### src/rtl/dmi_arbiter.sv
// Two-requester round-robin arbiter in front of a single DMI target port.
// One transaction in flight; a response timeout and drain keep a wedged target from hanging a requester.
package DM;
  typedef struct packed {
    logic [6:0]  addr;
    logic [1:0]  op;
    logic [31:0] data;
  } dmi_req_t;

  typedef struct packed {
    logic [31:0] data;
    logic [1:0]  resp;
  } dmi_resp_t;
endpackage

module dmi_arbiter #(
  parameter int unsigned TIMEOUT_CYCLES = 255
) (
  input  logic                  clk_i,
  input  logic                  rst_i,
  input  DM::dmi_req_t [1:0]    req_i,
  input  logic [1:0]            req_valid_i,
  output logic [1:0]            req_ready_o,
  output DM::dmi_resp_t         resp_o,
  output logic [1:0]            resp_valid_o,
  input  logic [1:0]            resp_ready_i,
  output DM::dmi_req_t          dmi_req_o,
  output logic                  dmi_req_valid_o,
  input  logic                  dmi_req_ready_i,
  input  DM::dmi_resp_t         dmi_resp_i,
  input  logic                  dmi_resp_valid_i,
  output logic                  dmi_resp_ready_o
);
  localparam int unsigned CW    = (TIMEOUT_CYCLES == 0) ? 1 : $clog2(TIMEOUT_CYCLES + 1);
  localparam int unsigned TLAST = (TIMEOUT_CYCLES == 0) ? 0 : TIMEOUT_CYCLES - 1;
  localparam logic [1:0]  OP_RSVD   = 2'd3;
  localparam logic [1:0]  RESP_FAIL = 2'd2;
  localparam logic [1:0]  RESP_BUSY = 2'd3;

  typedef enum logic [2:0] {IDLE, ISSUE, WAIT, DELIVER, DRAIN} state_e;

  state_e         state_q, state_d;
  DM::dmi_req_t   req_q;
  DM::dmi_resp_t  resp_q;
  logic           owner_q, last_q, timed_out_q;
  logic [CW-1:0]  cnt_q;
  logic           win, grant, tmo, rsvd;

  // On a tie the requester that did not win last time gets the port.
  assign win   = (req_valid_i == 2'b11) ? ~last_q : req_valid_i[1];
  assign grant = (state_q == IDLE) && req_valid_i[win] && !rst_i;
  assign rsvd  = (req_i[win].op == OP_RSVD);
  // Fires on the cycle the counter steps onto TIMEOUT_CYCLES.
  assign tmo   = (TIMEOUT_CYCLES != 0) && (state_q == WAIT) && (cnt_q == TLAST[CW-1:0]);

  for (genvar g = 0; g < 2; g++) begin : g_port
    assign req_ready_o[g]  = grant && (win == 1'(g));
    assign resp_valid_o[g] = (state_q == DELIVER) && (owner_q == 1'(g));
  end

  always_ff @(posedge clk_i or posedge rst_i) begin
    if (rst_i) state_q <= IDLE;
    else       state_q <= state_d;
  end

  always_comb begin
    state_d = state_q;
    case (state_q)
      IDLE:    if (grant) state_d = rsvd ? DELIVER : ISSUE;
      ISSUE:   if (dmi_req_ready_i) state_d = WAIT;
      WAIT:    if (dmi_resp_valid_i || tmo) state_d = DELIVER;
      DELIVER: if (resp_ready_i[owner_q]) state_d = timed_out_q ? DRAIN : IDLE;
      DRAIN:   if (dmi_resp_valid_i) state_d = IDLE;
      default: state_d = IDLE;
    endcase
  end

  always_comb begin
    dmi_req_valid_o  = 1'b0;
    dmi_req_o        = '0;
    dmi_resp_ready_o = 1'b0;
    resp_o           = '0;
    case (state_q)
      ISSUE: begin
        dmi_req_valid_o = 1'b1;
        dmi_req_o       = req_q;
      end
      WAIT, DRAIN: dmi_resp_ready_o = 1'b1;
      DELIVER:     resp_o = resp_q;
      default: ;
    endcase
  end

  always_ff @(posedge clk_i or posedge rst_i) begin
    if (rst_i) begin
      req_q       <= '0;
      resp_q      <= '0;
      owner_q     <= 1'b0;
      last_q      <= 1'b1;
      timed_out_q <= 1'b0;
      cnt_q       <= '0;
    end else begin
      case (state_q)
        IDLE: if (grant) begin
          req_q   <= req_i[win];
          owner_q <= win;
          last_q  <= win;
          if (rsvd) resp_q <= '{data: 32'h0, resp: RESP_FAIL};
        end
        ISSUE: if (dmi_req_ready_i) cnt_q <= '0;
        WAIT: begin
          // A real response beats a timeout landing in the same cycle.
          if (dmi_resp_valid_i) begin
            resp_q <= dmi_resp_i;
          end else begin
            if (cnt_q != '1) cnt_q <= cnt_q + 1'b1;
            if (tmo) begin
              resp_q      <= '{data: 32'h0, resp: RESP_BUSY};
              timed_out_q <= 1'b1;
            end
          end
        end
        DRAIN: if (dmi_resp_valid_i) timed_out_q <= 1'b0;
        default: ;
      endcase
    end
  end
endmodule

### config.mk
export PLATFORM = sky130hd
export DESIGN_NAME = dmi_arbiter
export DESIGN_NICKNAME = d
export VERILOG_FILES = /design/src/rtl/dmi_arbiter.sv
export SDC_FILE = /design/constraint.sdc
export NUM_CORES = 1
export LEC_CHECK = 0
export BUFFER_PORTS_ARGS = -buffer_cell sky130_fd_sc_hd__buf_4
export CORE_MARGIN = 2
export CORE_UTILIZATION = 47
export DETAILED_ROUTE_END_ITERATION = 16
export GPL_ROUTABILITY_DRIVEN = 0
export PLACE_DENSITY_LB_ADDON = 0.12
export SYNTH_ARGS = -nofsm -noshare
export SYNTH_HDL_FRONTEND = slang
export SYNTH_SLANG_ARGS = --single-unit
### constraint.sdc
create_clock -name clk_i -period 3.51 [get_ports clk_i]
set_input_delay 0.5265 -clock clk_i [delete_from_list [all_inputs] [get_ports clk_i]]
set_output_delay 0.5265 -clock clk_i [all_outputs]
set_load 0.02 [all_outputs]
==> impl_results.md, run 1 <==
- Status: completed
- Post-synthesis net count: 578
- CP Launch Type: flop
- DRT antenna net count: 0
- Die W: 102 um
- Clk_skew: 12.9 ps
- TNS Setup: 0 ps
- Cell Pwr Density: 747 mW/mm^2
- Clk slew on worst S/H paths: 100 ps
- Sequential share of the synthesized area: 0.492
- Post-placement setup slack: 889 ps
- Die area: 0.0104 sq mm
- TritonCTS clock tree: yes
- Clk buf depth: 2
- Crit path arrival time: 2480 ps
- Leak: 0.00323 uW
- Area Growth Syn to Fin: 39.9%
- Fmax: 333 MHz
- Design area: 0.00634 sq mm
- Crit path kind: reg2out
- Top FF cell, synth: dfrtp_1
- Hold Vio Cnt, Final: 0
- Share of layout cells above drive strength 1: 0.375
- Non-Filler Instances: 774
- DP Area: 0.00617 sq mm
- Vias: 4055
- Max-cap violations: 0
- Initial antenna violation count: 0
- H-tree depth: 3
- Height of the die: 102 um
- Synth Instances: 452
- Initial Util: 0.488
- Hold Crit Class: in2async
- First-pass GRT wire length: 18700 um
- Site Rows: 35
- Synth unique cells: 47
- Slew HR: 0.267
- Number of setup buffers added after CTS: 0
- Clock Tree Root: clkbuf_8
- Number of synthesized flops with an enable pin: 0
- Post-layout minimum cycle time: 3010 ps
- Top-area cell type share of the netlist area: 0.486
- Synth Area per Inst: 10.0 sq um
- Async set or reset register ratio after synthesis: 1.00
- First drt pass iteration count: 4
- Worst-Skew Late Latency: 350 ps
- Vias in the first global route: 3991
- CP Capture Type: output pin
- Mapped Area: 0.00453 sq mm
- DP Cell Count: 758
- Total core area: 0.00928 sq mm
- Post-CTS Hold Fix Bufs: 0
- Most common cell after layout, fill and taps aside: buf_4
- Critical Path RT: 2980 ps
- CTS Sinks: 89
- Post-route DRC: 0
- Unrepaired setup endpoints after global routing: false
- Yosys warnings: 0
- Final worst path period share: 0.856
- Post-CTS Resized: 0
- I/O pins: 205
- Nets@finish: 766
- Diode count: 0
- I/O Buffers: 204
- Avg WL per Cell: 15.6 um
- DRT iter0 DRCs: 216
- VDD IR-drop max: 0.000363 V
- GR Util All Layers: 0.229
- Via/cell ratio: 5.24
- Yosys top cell by area: dfrtp_1
- Worst-Margin Slew: 1090 ps
- Area contributors post-synth: dfrtp_1 (49%), mux2i_1 (9.7%), a22o_1 (6.4%)
- Gr ovfl total: 0
- Number of CTS-inserted buffers: 9
- DP HPWL: 8810 um
- Power, Total: 4740 uW
- Synth Register Bits: 89
- Commonest non-fill, non-tap cells in the layout: buf_4 (214), dfrtp_1 (88), nor2_1 (47)
- Max Fanout on Critical Path: 37
- Fin. max-slew vios: 0
- Final setup viols: 0
- Largest net degree at the start of global routing: 56
- Final WS setup: 504 ps
- WL final: 12100 um
-- worst max-delay path, stage by stage, from the launching register on --
cell and delay, ps:
dfrtp_1 700, nor2b_2 980, and3_1 290, buf_4 150
-- layout make-up --
type | count | area [sq um]
repair buffers | 214 | 1610
clock buffers | 10 | 128
multi-input cells | 321 | 2150
inverters | 5 | 20.0
clock inverters | 6 | 43.8
fillers | 766 | 2940
flip-flops and latches | 89 | 2230
well taps | 129 | 161
-- final timing paths --
path	from	end	slack, ps	cells after the start
min in group clk_i	dmi_resp_i[31]	resp_q[31]	380	2
max in group asynchronous	rst_i	req_q[36]	2460	3
min reg2reg	resp_q[28]	resp_q[28]	510	1
max reg2reg	state_q[1]	cnt_q[3]	980	5
max	state_q[1]	resp_o[2]	500	3
min	rst_i	resp_q[21]	250	2
-- cell families (layout without fill, tap and decap cells) --
kind of cell | count (synthesis) | count (layout) | share of synthesized area
muxes | 47 | 47 | 0.105
and+or+nand+nor | 167 | 167 | 0.201
buffers and inverters | 42 | 235 | 0.0392
DFF | 89 | 89 | 0.492
adders and majority gates | 2 | 2 | 0.00552
AOI/OAI and AO/OA | 104 | 104 | 0.156
xor gates and xnor gates | 1 | 1 | 0.00193
-- sequential cells by signal, indices dropped and copies added (netlist names) --
register / flops
state_q: 3
owner_q: 1
cnt_q: 8
resp_q: 34
last_q: 1
timed_out_q: 1
req_q: 41
-- stage by stage --
stage,utilization,hold slack [ps]
after CTS,0.683,251
final,0.683,249
after global placement,0.664,480
after floorplan,-,464
after detailed placement,0.664,486
after global routing,0.683,286
-- power breakdown --
part           internal [uW]  switching, uW
combinational           1090           1300
sequential              1450            262
clock                    260            368
total                   2800           1930
-- Yosys cell counts, drive strengths merged (8+ instances only) --
library cell and instances:
nand2 11, dfrtp 88, clkbuf 21, and2 43, a22o 33, and3 35, mux2i 44, a21oi 45
o21ai 8, nor2 47, buf 16
-- layer usage --
metal,track usage,vias up,wire length [um]
li1,-,1974,-
met1,0.298,1920,5070
met2,0.385,141,6090
met3,0.0445,20,693
met4,0.0821,0,231
met5,0,-,0
Note: power is estimated with default switching activity, not from simulation.
==> inputs of run 2 (changes only) <==
Settings changed: BUFFER_PORTS_ARGS -buffer_cell sky130_fd_sc_hd__buf_4 to -buffer_cell sky130_fd_sc_hd__buf_2, GPL_TIMING_DRIVEN set to 0.
==> impl_results.md, run 2 (same netlist as run 1, synthesis figures left out) <==
- Status: completed
- VDD IR-drop max: 0.000347 V (-4.4%)
- Commonest non-fill, non-tap cells in the layout: buf_2 (214), dfrtp_1 (88), nor2_1 (47)
- I/O Buffers: 204 (unchanged)
- Initial Util: 0.488 (unchanged)
- Max Fanout on Critical Path: 10 (-73%)
- TritonCTS clock tree: yes
- DP Area: 0.00574 sq mm (-6.9%)
- Max incr delay on CP: 700 ps (-280 ps)
- CP Launch Type: flop
- Worst-Skew Late Latency: 350 ps (about the same)
- Post-layout minimum cycle time: 2980 ps (-26.1 ps)
- Site Rows: 35 (unchanged)
- DP Cell Count: 786 (+3.7%)
- Largest net degree at the start of global routing: 51 (-8.9%)
- Critical Path RT: 2980 ps (about the same)
- Number of setup buffers added after CTS: 0 (unchanged)
- Die W: 102 um (unchanged)
- Most common cell after layout, fill and taps aside: buf_2
- Crit path arrival time: 2450 ps (-30 ps)
- Unrepaired setup endpoints after global routing: false
- Crit path kind: reg2out
- Number of CTS-inserted buffers: 9 (unchanged)
- DRT antenna net count: 0 (unchanged)
- Area Growth Syn to Fin: 31.0%
- Clk_skew: 7.54 ps (-5.31 ps)
- Max-cap violations: 0 (unchanged)
- CTS Sinks: 89 (unchanged)
- H-tree depth: 3 (unchanged)
- Final setup viols: 0 (unchanged)
- CP Capture Type: output pin
- Cell mode on critical path: buf_2
- Clock Tree Root: clkbuf_8
- First drt pass iteration count: 6 (+2)
- Cell Pwr Density: 783 mW/mm^2 (+4.8%)
- Vias in the first global route: 4168 (+4.4%)
- Hold Crit Class: in2async
- Filler cell count: 828 (+8.1%)
- Diode count: 0 (unchanged)
- Initial antenna violation count: 0 (unchanged)
- Slew HR: 0.431 (+0.163)
- First-pass GRT wire length: 19400 um (+3.7%)
- Nets@finish: 794 (+3.7%)
- I/O pins: 205 (unchanged)
- Leak: 0.00317 uW (-2.0%)
- Die area: 0.0104 sq mm (unchanged)
- Worst Hold Slack: 221 ps (-28.4 ps)
- Worst-Margin Slew: 847 ps (-247 ps)
- Post-CTS Hold Fix Bufs: 0 (unchanged)
- TNS Setup: 0 ps (unchanged)
- Total core area: 0.00928 sq mm (unchanged)
- Fmax: 336 MHz (+0.87%)
- Hold Vio Cnt, Final: 0 (unchanged)
- Final worst path period share: 0.849 (-0.00742)
- Clk buf depth: 2 (unchanged)
- Worst path bufs/invs: 3 (+2)
- Share of layout cells above drive strength 1: 0.360 (-0.0156)
- Post-CTS Resized: 0 (unchanged)
- GR Util All Layers: 0.237 (+0.00765)
- DP HPWL: 9230 um (+4.9%)
- Max reg flops: 41 (unchanged)
- Top Registers: req_q x41, resp_q x34, cnt_q x8
- Via/cell ratio: 5.27 (+0.60%)
- Crit-path cells: buf_2, nor4_1, clkbuf_1, and2_1, buf_2
- Design area: 0.00594 sq mm (-6.3%)
- Height of the die: 102 um (unchanged)
- Fin. max-slew vios: 0 (unchanged)
- Vias: 4227 (+4.2%)
- Post-route DRC: 0 (unchanged)
- DRT iter0 DRCs: 183 (-15%)
- Non-Filler Instances: 802 (+3.6%)
- Top reg by flops: req_q
- Slowest library cell on the worst path: nor4_1
- Top cell family by delay on the critical path: simple AND/OR/NAND/NOR gates
- Clk slew on worst S/H paths: 90 ps (about the same)
- Gr ovfl total: 0 (unchanged)
- WL final: 12300 um (+1.9%)
- Avg WL per Cell: 15.4 um (-1.6%)
-- run 2: cell types whose count changed in the layout (fill, tap and decap cells not counted), moves of 5 or more --
cell	before	now
buf_2	0	214
buf_1	0	5
clkbuf_1	1	21
buf_4	214	0
-- run 2: power breakdown --
group	internal, uW	switching [uW]	leakage, uW	total, uW
clock	329	377	0.0000994	707
sequential	1450	212	0.00107	1660
combinational	913	1360	0.00200	2280
total	2700	1950	0.00317	4650
-- run 2: metal layers --
metal / global-route usage / routed length, um
met4: 0.0769 / 105
met2: 0.401 / 6160
met3: 0.0602 / 772
met5: 0 / 0
met1: 0.299 / 5270
-- run 2: cell type report --
| type | instances | area, sq um | share of cell area |
|---|---|---|---|
| sequential | 89 | 2230 | 0.375 |
| multi-input combinational | 321 | 2130 | 0.358 |
| timing repair buffer | 205 | 1050 | 0.177 |
| tap | 129 | 161 | 0.0272 |
| buffer | 37 | 159 | 0.0268 |
| clock buffer | 9 | 124 | 0.0209 |
| clock inverter | 7 | 70.1 | 0.0118 |
| inverter | 5 | 21.3 | 0.00358 |
-- run 2: path summary, 6_finish.rpt --
| path | from | end | slack [ps] | cells after the start |
|---|---|---|---|---|
| worst max-delay path | state_q[2] | req_ready_o[1] | 530 | 5 |
| worst min-delay path | rst_i | state_q[0] | 220 | 2 |
| worst max register to register | state_q[2] | req_q[22] | 1200 | 5 |
| worst min register to register | resp_q[33] | resp_q[33] | 500 | 1 |
| max in group asynchronous | rst_i | resp_q[7] | 2680 | 3 |
| min in group clk_i | dmi_resp_i[11] | resp_q[11] | 380 | 2 |
-- run 2: stage by stage --
stage | util | power, uW | worst slack (ps)
CTS | 0.640 | 4670 | 517
global route | 0.640 | 4990 | 289
detailed placement | 0.619 | 3970 | 714
floorplan | - | 3240 | 678
finish | 0.640 | 4650 | 530
global placement | 0.615 | 3890 | -419
==> inputs of run 3 (changes only) <==
Clock period 3.51 ns to 3 ns, I/O delays scaled along.
==> impl_results.md, run 3 (same netlist as run 1, synthesis figures left out) <==
- GR Util All Layers: 0.237 (unchanged)
- Seq pwr share: 0.358 (about the same)
- Hold Vio Cnt, Final: 0 (unchanged)
- Fin. max-slew vios: 0 (unchanged)
- Status: completed
- Clk slew on worst S/H paths: 90 ps (about the same)
- Comb power frac: 0.490 (about the same)
- Max Fanout on Critical Path: 10 (unchanged)
- Post-route DRC: 0 (unchanged)
- Critical Path RT: 2550 ps (-430 ps)
- Most common cell after layout, fill and taps aside: buf_2
- Clk buf depth: 2 (unchanged)
- Post-CTS Hold Fix Bufs: 0 (unchanged)
- Switch Pwr: 2290 uW (+17%)
- Clock Tree Root: clkbuf_8
- WP depth: 5 (unchanged)
- Diode count: 0 (unchanged)
- Max incr delay on CP: 570 ps (-130 ps)
- Pint: 3150 uW (+17%)
- Via/cell ratio: 5.28 (about the same)
- Worst-case reg-to-reg path depth: 5 (unchanged)
- Site Rows: 35 (unchanged)
- CP Launch Type: flop
- Cell Pwr Density: 915 mW/mm^2 (+17%)
- CTS Sinks: 89 (unchanged)
- Die area: 0.0104 sq mm (unchanged)
- Initial Util: 0.488 (unchanged)
- Top reg by flops: req_q
- Power, Total: 5440 uW (+17%)
- Initial antenna violation count: 0 (unchanged)
- Height of the die: 102 um (unchanged)
- Slowest library cell on the worst path: nor3b_2
- I/O Buffers: 204 (unchanged)
- TritonCTS clock tree: yes
- Reg-to-reg endpoint: cnt_q[5]
- Clock share of power: 0.151 (about the same)
- Unrepaired setup endpoints after global routing: false
- Design area: 0.00594 sq mm (+0.11%)
- Switching Share: 0.420 (about the same)
- Worst path bufs/invs: 3 (unchanged)
- Max reg flops: 41 (unchanged)
- Crit-path cells: buf_2, nor3b_2, clkbuf_1, and2_1, buf_2
- Number of CTS-inserted buffers: 9 (unchanged)
- DP Area: 0.00574 sq mm (unchanged)
- CP Capture Type: output pin
- Die W: 102 um (unchanged)
- DRT iter0 DRCs: 194 (+6.0%)
- Clk_skew: 10.4 ps (+2.83 ps)
- Vias in the first global route: 4168 (unchanged)
- Filler cell count: 829 (+0.12%)
- Total core area: 0.00928 sq mm (unchanged)
- Largest net degree at the start of global routing: 51 (unchanged)
- Slew HR: 0.433 (+0.00234)
- R2R setup slack: 720 ps (-480 ps)
- End of the critical path: dmi_req_o[13]
- H-tree depth: 3 (unchanged)
- Top cell family by delay on the critical path: simple AND/OR/NAND/NOR gates
- Crit path arrival time: 2250 ps (-200 ps)
- Area Growth Syn to Fin: 31.2%
- Worst-Skew Late Latency: 350 ps (about the same)
- Post-layout minimum cycle time: 2700 ps
- Nets@finish: 794 (unchanged)
- VDD IR-drop max: 0.000406 V (+17%)
- Gr ovfl total: 0 (unchanged)
- Worst Hold Slack: 144 ps (-76.5 ps)
- Commonest non-fill, non-tap cells in the layout: buf_2 (214), dfrtp_1 (88), nor2_1 (47)
- Crit path kind: reg2out
- Cell mode on critical path: buf_2
- Number of setup buffers added after CTS: 0 (unchanged)
- Final setup viols: 0 (unchanged)
- Max-cap violations: 0 (unchanged)
- Worst setup path start: state_q[2]
- Final worst path period share: 0.901
- Fmax: 370 MHz
- Avg WL per Cell: 15.4 um (+0.11%)
- Share of layout cells above drive strength 1: 0.361 (+0.00149)
- I/O pins: 205 (unchanged)
- DRT antenna net count: 0 (unchanged)
- Post-CTS Resized: 0 (unchanged)
- First-pass GRT wire length: 19400 um (unchanged)
- Leak: 0.00317 uW (about the same)
- R2r startpoint: state_q[2]
- Top Registers: req_q x41, resp_q x34, cnt_q x8
- First drt pass iteration count: 5 (-1)
- Vias: 4231 (+0.095%)
- DP HPWL: 9230 um (unchanged)
- WL final: 12300 um (+0.11%)
- Worst-Margin Slew: 844 ps (-3.48 ps)
- Hold Crit Class: in2async
run 3: worst min path at each step:
| stage | startpoint | endpoint | slack, ps |
|---|---|---|---|
| CTS | rst_i | state_q[0] | 150 |
| floorplan | resp_q[33] | resp_q[33] | 460 |
| global placement | resp_q[17] | resp_q[17] | 480 |
| detailed placement | resp_q[7] | resp_q[7] | 480 |
| global route | rst_i | state_q[0] | 160 |
| finish | rst_i | state_q[0] | 140 |
run 3: per-layer routing:
| metal | track usage | up-vias | share of wire |
|---|---|---|---|
| met5 | 0 | - | 0 |
| met4 | 0.0769 | 0 | 0.0087 |
| met3 | 0.0602 | 8 | 0.067 |
| met2 | 0.401 | 152 | 0.50 |
| met1 | 0.299 | 2032 | 0.42 |
| li1 | - | 2039 | - |
run 3: power groups by stage:
| stage | combinational [uW] | clock (uW) | sequential (uW) |
|---|---|---|---|
| after detailed placement | 2680 | 0 | 1960 |
| after global placement | 2600 | 0 | 1940 |
| final | 2670 | 824 | 1950 |
| after floorplan | 1900 | 0 | 1890 |
| after global routing | 2950 | 890 | 2010 |
| after CTS | 2680 | 839 | 1950 |
run 3: worst register-to-register path, delay by kind of cell, from the launching register on:
| family | cells | cell delay [ps] |
|---|---|---|
| simple gates | 3 | 1450 |
| flops | 1 | 410 |
| buf+inv | 1 | 200 |
| compound gates | 1 | 150 |
run 3: metrics by stage:
| step | TNS (ps) | setup slack [ps] | cells | util |
|---|---|---|---|---|
| after floorplan | 0 | 245 | 452 | - |
| after global placement | -74700 | -852 | 785 | 0.615 |
| after detailed placement | 0 | 357 | 786 | 0.619 |
| after CTS | 0 | 84.0 | 802 | 0.640 |
| after global routing | 0 | 104 | 802 | 0.640 |
| final | 0 | 297 | 802 | 0.640 |
run 3: final cells by class:
| type | instances | area, sq um | area share |
|---|---|---|---|
| inverter | 5 | 21.3 | 0.00358 |
| buffer | 37 | 159 | 0.0267 |
| clock buffer | 9 | 124 | 0.0208 |
| tap | 129 | 161 | 0.0272 |
| multi-input combinational | 321 | 2130 | 0.359 |
| clock inverter | 7 | 70.1 | 0.0118 |
| timing repair buffer | 205 | 1050 | 0.176 |
| sequential | 89 | 2230 | 0.375 |
